==> config.mk <==
export PLATFORM = sky130hd
export DESIGN_NAME = alu_mul_seq
export DESIGN_NICKNAME = d
export VERILOG_FILES = /design/src/rtl/kgp_alu_pkg.sv /design/src/rtl/alu_mul_seq.sv
export SDC_FILE = /design/constraint.sdc
export NUM_CORES = 1
export LEC_CHECK = 0
export BUFFER_PORTS_ARGS = -buffer_cell sky130_fd_sc_hd__buf_4
export CAP_MARGIN = 15
export CELL_PAD_IN_SITES_DETAIL_PLACEMENT = 1
export CELL_PAD_IN_SITES_GLOBAL_PLACEMENT = 1
export CORE_ASPECT_RATIO = 0.8
export CORE_UTILIZATION = 40
export CTS_CLUSTER_SIZE = 12
export DETAILED_ROUTE_END_ITERATION = 10
export PLACE_DENSITY = 0.87
export SETUP_SLACK_MARGIN = 0.3
export SLEW_MARGIN = 20
export SYNTH_ARGS = -nofsm -noshare
export SYNTH_HDL_FRONTEND = slang
export SYNTH_SLANG_ARGS = --single-unit
==> constraint.sdc <==
create_clock -name clk -period 5.77 [get_ports clk]
set_input_delay 0.577 -clock clk [delete_from_list [all_inputs] [get_ports clk]]
set_output_delay 0.577 -clock clk [all_outputs]
set_load 0.1 [all_outputs]
==> src/rtl/kgp_alu_pkg.sv <==
`default_nettype none
// ============================================================================
// Module  : kgp_alu_pkg
// Brief   : Shared ALU opcodes, datapath width and multiply-sequencer states.
// Rev     : 1.0
// ============================================================================
package kgp_alu_pkg;

  localparam int ALU_XLEN = 32;

  localparam logic [3:0] ALU_OP_PASS = 4'b0000;
  localparam logic [3:0] ALU_OP_ADD  = 4'b0001;
  localparam logic [3:0] ALU_OP_AND  = 4'b0010;
  localparam logic [3:0] ALU_OP_XOR  = 4'b0011;
  localparam logic [3:0] ALU_OP_NEG  = 4'b0101;
  localparam logic [3:0] ALU_OP_SLL  = 4'b0110;
  localparam logic [3:0] ALU_OP_SRL  = 4'b0111;
  localparam logic [3:0] ALU_OP_SRA  = 4'b1000;

  typedef enum logic [2:0] {
    MUL_IDLE = 3'd0,
    MUL_NEGA = 3'd1,
    MUL_NEGB = 3'd2,
    MUL_LOOP = 3'd3,
    MUL_NEGR = 3'd4,
    MUL_DONE = 3'd5
  } mul_state_e;

endpackage
`default_nettype wire

==> src/rtl/alu_mul_seq.sv <==
`default_nettype none
// ============================================================================
// Module  : alu_mul_seq
// Brief   : Shift-add 32x32 multiplier (low word) that borrows the shared ALU.
//           Optional macro MUL_EARLY_EXIT_EN ends the loop once the multiplier
//           has no set bits left.
// Rev     : 1.0
// ============================================================================
module alu_mul_seq
  import kgp_alu_pkg::*;
#(
  parameter int XLEN  = ALU_XLEN,
  parameter int CNT_W = 6
) (
  input  logic            clk,
  input  logic            rst,
  input  logic            in_valid,
  output logic            in_ready,
  input  logic            in_signed,
  input  logic [XLEN-1:0] in_a,
  input  logic [XLEN-1:0] in_b,
  output logic            out_valid,
  input  logic            out_ready,
  output logic [XLEN-1:0] out_prod,
  output logic            out_ovf,
  output logic            busy,
  output logic [XLEN-1:0] alu_a,
  output logic [XLEN-1:0] alu_b,
  output logic [3:0]      alu_op,
  output logic [4:0]      alu_shamt,
  input  logic [XLEN-1:0] alu_result,
  input  logic            alu_carry
);

  localparam logic [CNT_W-1:0] CNT_LAST = CNT_W'(XLEN - 1);

  mul_state_e       state_q, state_d;
  logic [XLEN-1:0]  mcand_q, mcand_d;
  logic [XLEN-1:0]  mplr_q, mplr_d;
  logic [XLEN-1:0]  acc_q, acc_d;
  logic [CNT_W-1:0] cnt_q, cnt_d;
  logic             neg_res_q, neg_res_d;
  logic             ovf_q, ovf_d;
  logic             loop_last;

`ifdef MUL_EARLY_EXIT_EN
  assign loop_last = (cnt_q == CNT_LAST) || (mplr_q[XLEN-1:1] == '0);
`else
  assign loop_last = (cnt_q == CNT_LAST);
`endif

  assign in_ready  = (state_q == MUL_IDLE);
  assign busy      = (state_q != MUL_IDLE);
  assign out_valid = (state_q == MUL_DONE);
  assign out_prod  = out_valid ? acc_q : '0;
  assign out_ovf   = out_valid & ovf_q;
  assign alu_shamt = 5'd0;

  always_comb begin
    alu_op = ALU_OP_PASS;
    alu_a  = '0;
    alu_b  = '0;
    case (state_q)
      MUL_NEGA: begin alu_op = ALU_OP_NEG; alu_b = mcand_q; end
      MUL_NEGB: begin alu_op = ALU_OP_NEG; alu_b = mplr_q;  end
      MUL_NEGR: begin alu_op = ALU_OP_NEG; alu_b = acc_q;   end
      MUL_LOOP: begin
        if (mplr_q[0]) begin
          alu_op = ALU_OP_ADD;
          alu_a  = acc_q;
          alu_b  = mcand_q;
        end
      end
      default: ;
    endcase
  end

  always_comb begin
    state_d   = state_q;
    mcand_d   = mcand_q;
    mplr_d    = mplr_q;
    acc_d     = acc_q;
    cnt_d     = cnt_q;
    neg_res_d = neg_res_q;
    ovf_d     = ovf_q;
    case (state_q)
      MUL_IDLE: begin
        if (in_valid) begin
          mcand_d   = in_a;
          mplr_d    = in_b;
          acc_d     = '0;
          cnt_d     = '0;
          ovf_d     = 1'b0;
          neg_res_d = in_signed & (in_a[XLEN-1] ^ in_b[XLEN-1]);
          if (in_signed && in_a[XLEN-1])      state_d = MUL_NEGA;
          else if (in_signed && in_b[XLEN-1]) state_d = MUL_NEGB;
          else                                state_d = MUL_LOOP;
        end
      end
      MUL_NEGA: begin
        mcand_d = alu_result;
        // a is negative here, so b is negative exactly when the signs agree
        state_d = neg_res_q ? MUL_LOOP : MUL_NEGB;
      end
      MUL_NEGB: begin
        mplr_d  = alu_result;
        state_d = MUL_LOOP;
      end
      MUL_LOOP: begin
        if (mplr_q[0]) begin
          acc_d = alu_result;
          ovf_d = ovf_q | alu_carry;
        end
        // a set top bit is about to be shifted out while multiplier bits remain
        if (mcand_q[XLEN-1] && (mplr_q[XLEN-1:1] != '0)) ovf_d = 1'b1;
        mcand_d = {mcand_q[XLEN-2:0], 1'b0};
        mplr_d  = {1'b0, mplr_q[XLEN-1:1]};
        cnt_d   = cnt_q + CNT_W'(1);
        if (loop_last) state_d = neg_res_q ? MUL_NEGR : MUL_DONE;
      end
      MUL_NEGR: begin
        acc_d   = alu_result;
        state_d = MUL_DONE;
      end
      MUL_DONE: begin
        if (out_ready) state_d = MUL_IDLE;
      end
      default: state_d = MUL_IDLE;
    endcase
  end

  always_ff @(posedge clk or posedge rst) begin
    if (rst) begin
      state_q   <= MUL_IDLE;
      mcand_q   <= '0;
      mplr_q    <= '0;
      acc_q     <= '0;
      cnt_q     <= '0;
      neg_res_q <= 1'b0;
      ovf_q     <= 1'b0;
    end else begin
      state_q   <= state_d;
      mcand_q   <= mcand_d;
      mplr_q    <= mplr_d;
      acc_q     <= acc_d;
      cnt_q     <= cnt_d;
      neg_res_q <= neg_res_d;
      ovf_q     <= ovf_d;
    end
  end

endmodule
`default_nettype wire

Word-level counts from Yosys, hierarchy flattened
Index checks and enable logic that the tools add are counted.
{"block": "word_totals", "register_bits": 107, "input_bits": 102}
{"block": "classes", "addsub": 1, "n_eq_ne": 11, "muxes": 28, "bitwise_logic": 4, "n_reduce_logical": 18}
{"operator": "$pmux 32 s3", "count": 3}
{"operator": "$mux 32", "count": 8}
{"operator": "$pmux 32 s4", "count": 1}
{"operator": "$reduce_bool 31->1", "count": 1}
{"operator": "$pmux 3 s6", "count": 1}
{"operator": "$pmux 6 s2", "count": 1}
{"operator": "$reduce_bool 3->1", "count": 4}
{"operator": "$mux 3", "count": 3}
{"operator": "$reduce_and 3->1", "count": 3}
{"operator": "$reduce_and 2->1", "count": 4}
{"operator": "$mux 1", "count": 7}
{"operator": "$add 6x1->6 const B", "count": 1}
{"operator": "$eq 3x2->1 const B", "count": 2}
{"operator": "$eq 3x3->1 const B", "count": 2}
{"operator": "$eq 6x5->1 const B", "count": 1}
{"operator": "$mux 6", "count": 1}
{"operator": "$ne 2x2->1 const B", "count": 3}
{"operator": "$pmux 3 s2", "count": 1}
{"operator": "$eq 3x1->1 const B", "count": 1}
{"operator": "$logic_and 1x1->1", "count": 3}
{"operator": "$logic_not 3->1", "count": 1}
{"operator": "$ne 3x3->1 const B", "count": 1}
{"operator": "$reduce_or 3->1", "count": 1}
{"operator": "$and 1x1->1", "count": 2}
{"operator": "6 further kinds", "count": 6}

Logic depth before layout (Yosys ltp)
{"block": "logic_depth", "depth_word": 5, "mapped_depth": 8, "mapped_depth_nobuf": 4}

Worst setup path after synthesis
Ideal clock, no wire load.
{"block": "synth_path", "path_kind": "reg-to-output", "from": "register state_q[2]", "to": "output alu_b[0]", "arrival_ns": 3.779, "required_ns": 5.193, "setup_slack_ns": 1.414, "path_stages_with_launch": 3, "path_buffers": 1, "path_cell_list": "dfrtp_1 > clkbuf_1 > o41ai_1"}
{"block": "synth_via", "elab_chain_cells": 2, "elab_cells_between_ends": 5}
{"item": "start, declared", "line": "alu_mul_seq.sv:37", "source": "mul_state_e state_q, state_d;"}
{"item": "start signal, assigned", "line": "alu_mul_seq.sv:142", "source": "state_q <= state_d;"}
{"item": "$eq 3x2->1 (tied with other cells)", "line": "alu_mul_seq.sv:63", "source": "case (state_q)"}
{"item": "$pmux 32 s4 (*)", "line": "alu_mul_seq.sv:63"}
{"item": "end, declared", "line": "alu_mul_seq.sv:28", "source": "output logic [XLEN-1:0] alu_b,"}
Every way passes the cells marked *; elsewhere a longest branch is shown, timed or not.

Worst setup path in the final report
{"block": "layout_path", "from": "register state_q[1]", "to": "output alu_a[2]"}
{"block": "layout_via", "elab_chain_cells": 2}
{"item": "$eq 3x2->1", "line": "alu_mul_seq.sv:63"}
{"item": "$mux 32", "line": "alu_mul_seq.sv:63"}
{"item": "end, declared", "line": "alu_mul_seq.sv:27", "source": "output logic [XLEN-1:0] alu_a,"}
No other way between the ends.

==> results.md <==
* Status: finished clean
* CTS HTree Levels at 3
* Die span in y at 115 microns
* Synthesized flop and latch total at 107
* P&R area growth vs syn at 29.4%
* Class of the worst hold path: primary input to async pin
* Number of diodes at 0
* TritonCTS Buffers at 9
* Global placer's final weighted congestion at between 0.8 and 0.9
* Setup repair bufs after CTS at 0
* First-pass GRT wire length at roughly 36 mm
* WS Path Type: flop to primary output
* Top Layer Used: met4
* Top FF cell, synth: dfrtp_1
* Clk_lat worst skew at ~0.36 ns
* GRT Total Usage at 0.286
* Setup TNS at 0 ns
* Count of cell types in the netlist at 42
* Worst-path fanout max at 25
* Final min period at around 3.8 ns
* Total gr overflow at 0
* Vias in the first global route at ~6.6k
* Slew headroom at 0.362
* Io pins at between 200 and 250
* M1 wire length at ~11 mm
* Largest net degree at the start of global routing at between 60 and 70
* DR vias/cell at 5.66
* Post-CTS Hold Buffers at 0
* Syn_area_per_cell at approximately 8.3 sq um
* Final Non-Filler Cells at roughly 1.2k
* Critical path launch point type: flop
* Final Setup Violations at 0
* Post-layout nets at 1036
* Wire per inst at around 20 microns
* Post-synth EDFFs at 0
* Die width at around 140 microns
* Worst-path clk slew at about 0.070 ns
* Peak VDD IR at between 0.4 and 0.5 mV
* Root buffer selected by CTS: clkbuf_16
* Post-CTS Resized at 0
* DRC viols at 0
* Share of cells above drive strength 1 at 0.260
* Via count at 6525
* Core area at 15700 sq um
* Total Wirelength at about 23 mm
* Worst slew pin tran at around 0.96 ns
* Clock buffer depth at 2
* Initial antenna violation count at 0
* Max Cap Viol at 0
* DP Cell Count at 1137
* Async SR Flop Fraction at 1.00
* Die Area at around 17000 sq um
* Met3 WL at 1.54 mm
* CP endpoint kind: primary output
* # rows at 41
* Fmax at between 200 and 300 MHz
* Critical Path RT at roughly 5.2 ns
* Final hold vios at 0
* WP data arrival at 3.26 ns
* Metal2 WL at roughly 11 mm
* DP HPWL at between 15 and 20 mm
* Fin. max-slew vios at 0
* Layout Skew at 0.00911 ns
* Leak pwr at 4.18 nW
* Sink Count at between 100 and 150
* CTS tree: yes
* Ys Warns at 0
* Starting Density at 0.409
* Unrepaired setup endpoints after global routing: false
* Port bufs at just over 200
* Final period util at 0.665
* PwrDens at 687 nW/um^2
* Post-DRT Antenna Nets at 0
* Cells after Synth at a little under 800
* Initial DRT Pass Iterations at 5
* Seq/Total Area, Yosys at 0.416
* Cell Area, Synth at around 6400 sq um
* Initial DRC count at 449
## layout by cell type, fill, tap and decap left out, types with 2 or more instances in the layout
| master | n |
|---|---|
| mux2i_1 | 33 |
| nand3_1 | 5 |
| conb_1 | 7 |
| clkbuf_16 | 9 |
| and3_1 | 32 |
| nor3_1 | 2 |
| nand3b_1 | 2 |
| inv_1 | 3 |
| nor2_4 | 2 |
| a211oi_1 | 31 |
| a21oi_1 | 37 |
| clkbuf_8 | 2 |
| xor2_1 | 4 |
| a22oi_1 | 33 |
| nor4_1 | 7 |
| a31oi_1 | 32 |
| nand2b_2 | 2 |
| buf_4 | 215 |
| dfrtp_2 | 3 |
| nand4_1 | 4 |
| nor2b_1 | 32 |
| dfrtp_1 | 104 |
| o21ai_0 | 35 |
| nor2_1 | 41 |
| nand2_1 | 168 |
| inv_6 | 2 |
| and2_1 | 36 |
| nor3b_1 | 2 |
| clkinv_4 | 3 |
| a22o_1 | 32 |
## worst max-delay path, stage by stage, from the launching register on
cell	delay, ns
dfrtp_2	0.80
buf_4	0.49
and3b_1	0.70
buf_4	0.39
and3_1	0.21
buf_4	0.29
## Yosys cell counts (all sizes together), types with 2 or more instances
master | number | area (sq um)
a211oi | 31 | 233
a21oi | 37 | 185
a22o | 32 | 280
a22oi | 33 | 248
a31oi | 32 | 200
and2 | 36 | 225
and3 | 32 | 200
buf | 31 | 188
clkbuf | 45 | 169
dfrtp | 107 | 2680
inv | 4 | 15.0
mux2i | 33 | 330
nand2 | 168 | 631
nand2b | 3 | 18.8
nand3 | 5 | 25.0
nand3b | 2 | 15.0
nand4 | 4 | 25.0
nor2 | 44 | 165
nor2b | 32 | 200
nor3 | 3 | 20.0
nor3b | 3 | 22.5
nor4 | 7 | 43.8
o21ai | 35 | 175
or2 | 2 | 12.5
xor2 | 4 | 35.0
## where the power goes
part,switching (mW),internal (mW),total [mW]
logic,2.63,0.933,3.56
registers,0.436,1.10,1.53
clock network,0.304,0.323,0.627
## path summary, 6_finish.rpt
path                           startpoint          end  slack [ns]  cells after the start
min in group clk           alu_result[24]    acc_q[24]        0.45                      2
min                                   rst   mcand_q[1]        0.30                      2
max reg2reg                    state_q[1]    acc_q[31]        2.31                      7
max                            state_q[1]     alu_a[2]        1.93                      5
min reg2reg                   mcand_q[14]  mcand_q[14]        0.51                      2
max in group asynchronous             rst   mplr_q[18]        4.22                      3
## cells by family after synthesis
family,Yosys count,share of synthesized area
DFF,107,0.416
and+or+nand+nor,344,0.253
adders and majority gates,1,0.00194
buffers and inverters,80,0.0577
muxes,33,0.0513
AOI/OAI and AO/OA,206,0.213
xor gates and xnor gates,5,0.00680
other,1,0.000583
## registers in the layout, indices dropped and copies added, names as in the netlist
name       flops
acc_q         32
mcand_q       32
mplr_q        32
cnt_q          6
state_q        3
neg_res_q      1
ovf_q          1
## metal layers
metal / track usage / vias up
met4: 0.0610 / 0
met1: 0.397 / 3269
met2: 0.456 / 217
met3: 0.0636 / 15
li1: - / 3024
met5: 0 / -
## stage by stage
stage / cell area (sq um) / util / worst slack (ns) / hold WS, ns / power (mW)
6_report: 8330 / 0.529 / 1.93 / 0.297 / 5.72
5_1_grt: 8330 / 0.529 / 1.77 / 0.345 / 6.02
4_1_cts: 8320 / 0.528 / 1.78 / 0.320 / 5.72
3_5_place_dp: 8020 / 0.509 / 2.17 / 0.496 / 5.08
3_3_place_gp: 8020 / 0.509 / 2.32 / 0.482 / 5.00
2_1_floorplan: 6460 / - / 1.41 / 0.465 / 4.24
## area by class of cell
type                       instances  area, sq um
tap                              215          269
timing repair buffer             215         1610
fill                            1921         7420
clock inverter                     5         43.8
inverter                           4         17.5
clock buffer                      11          253
multi-input combinational        596         3450
sequential                       107         2680
Power figures use the tool's default switching activity.
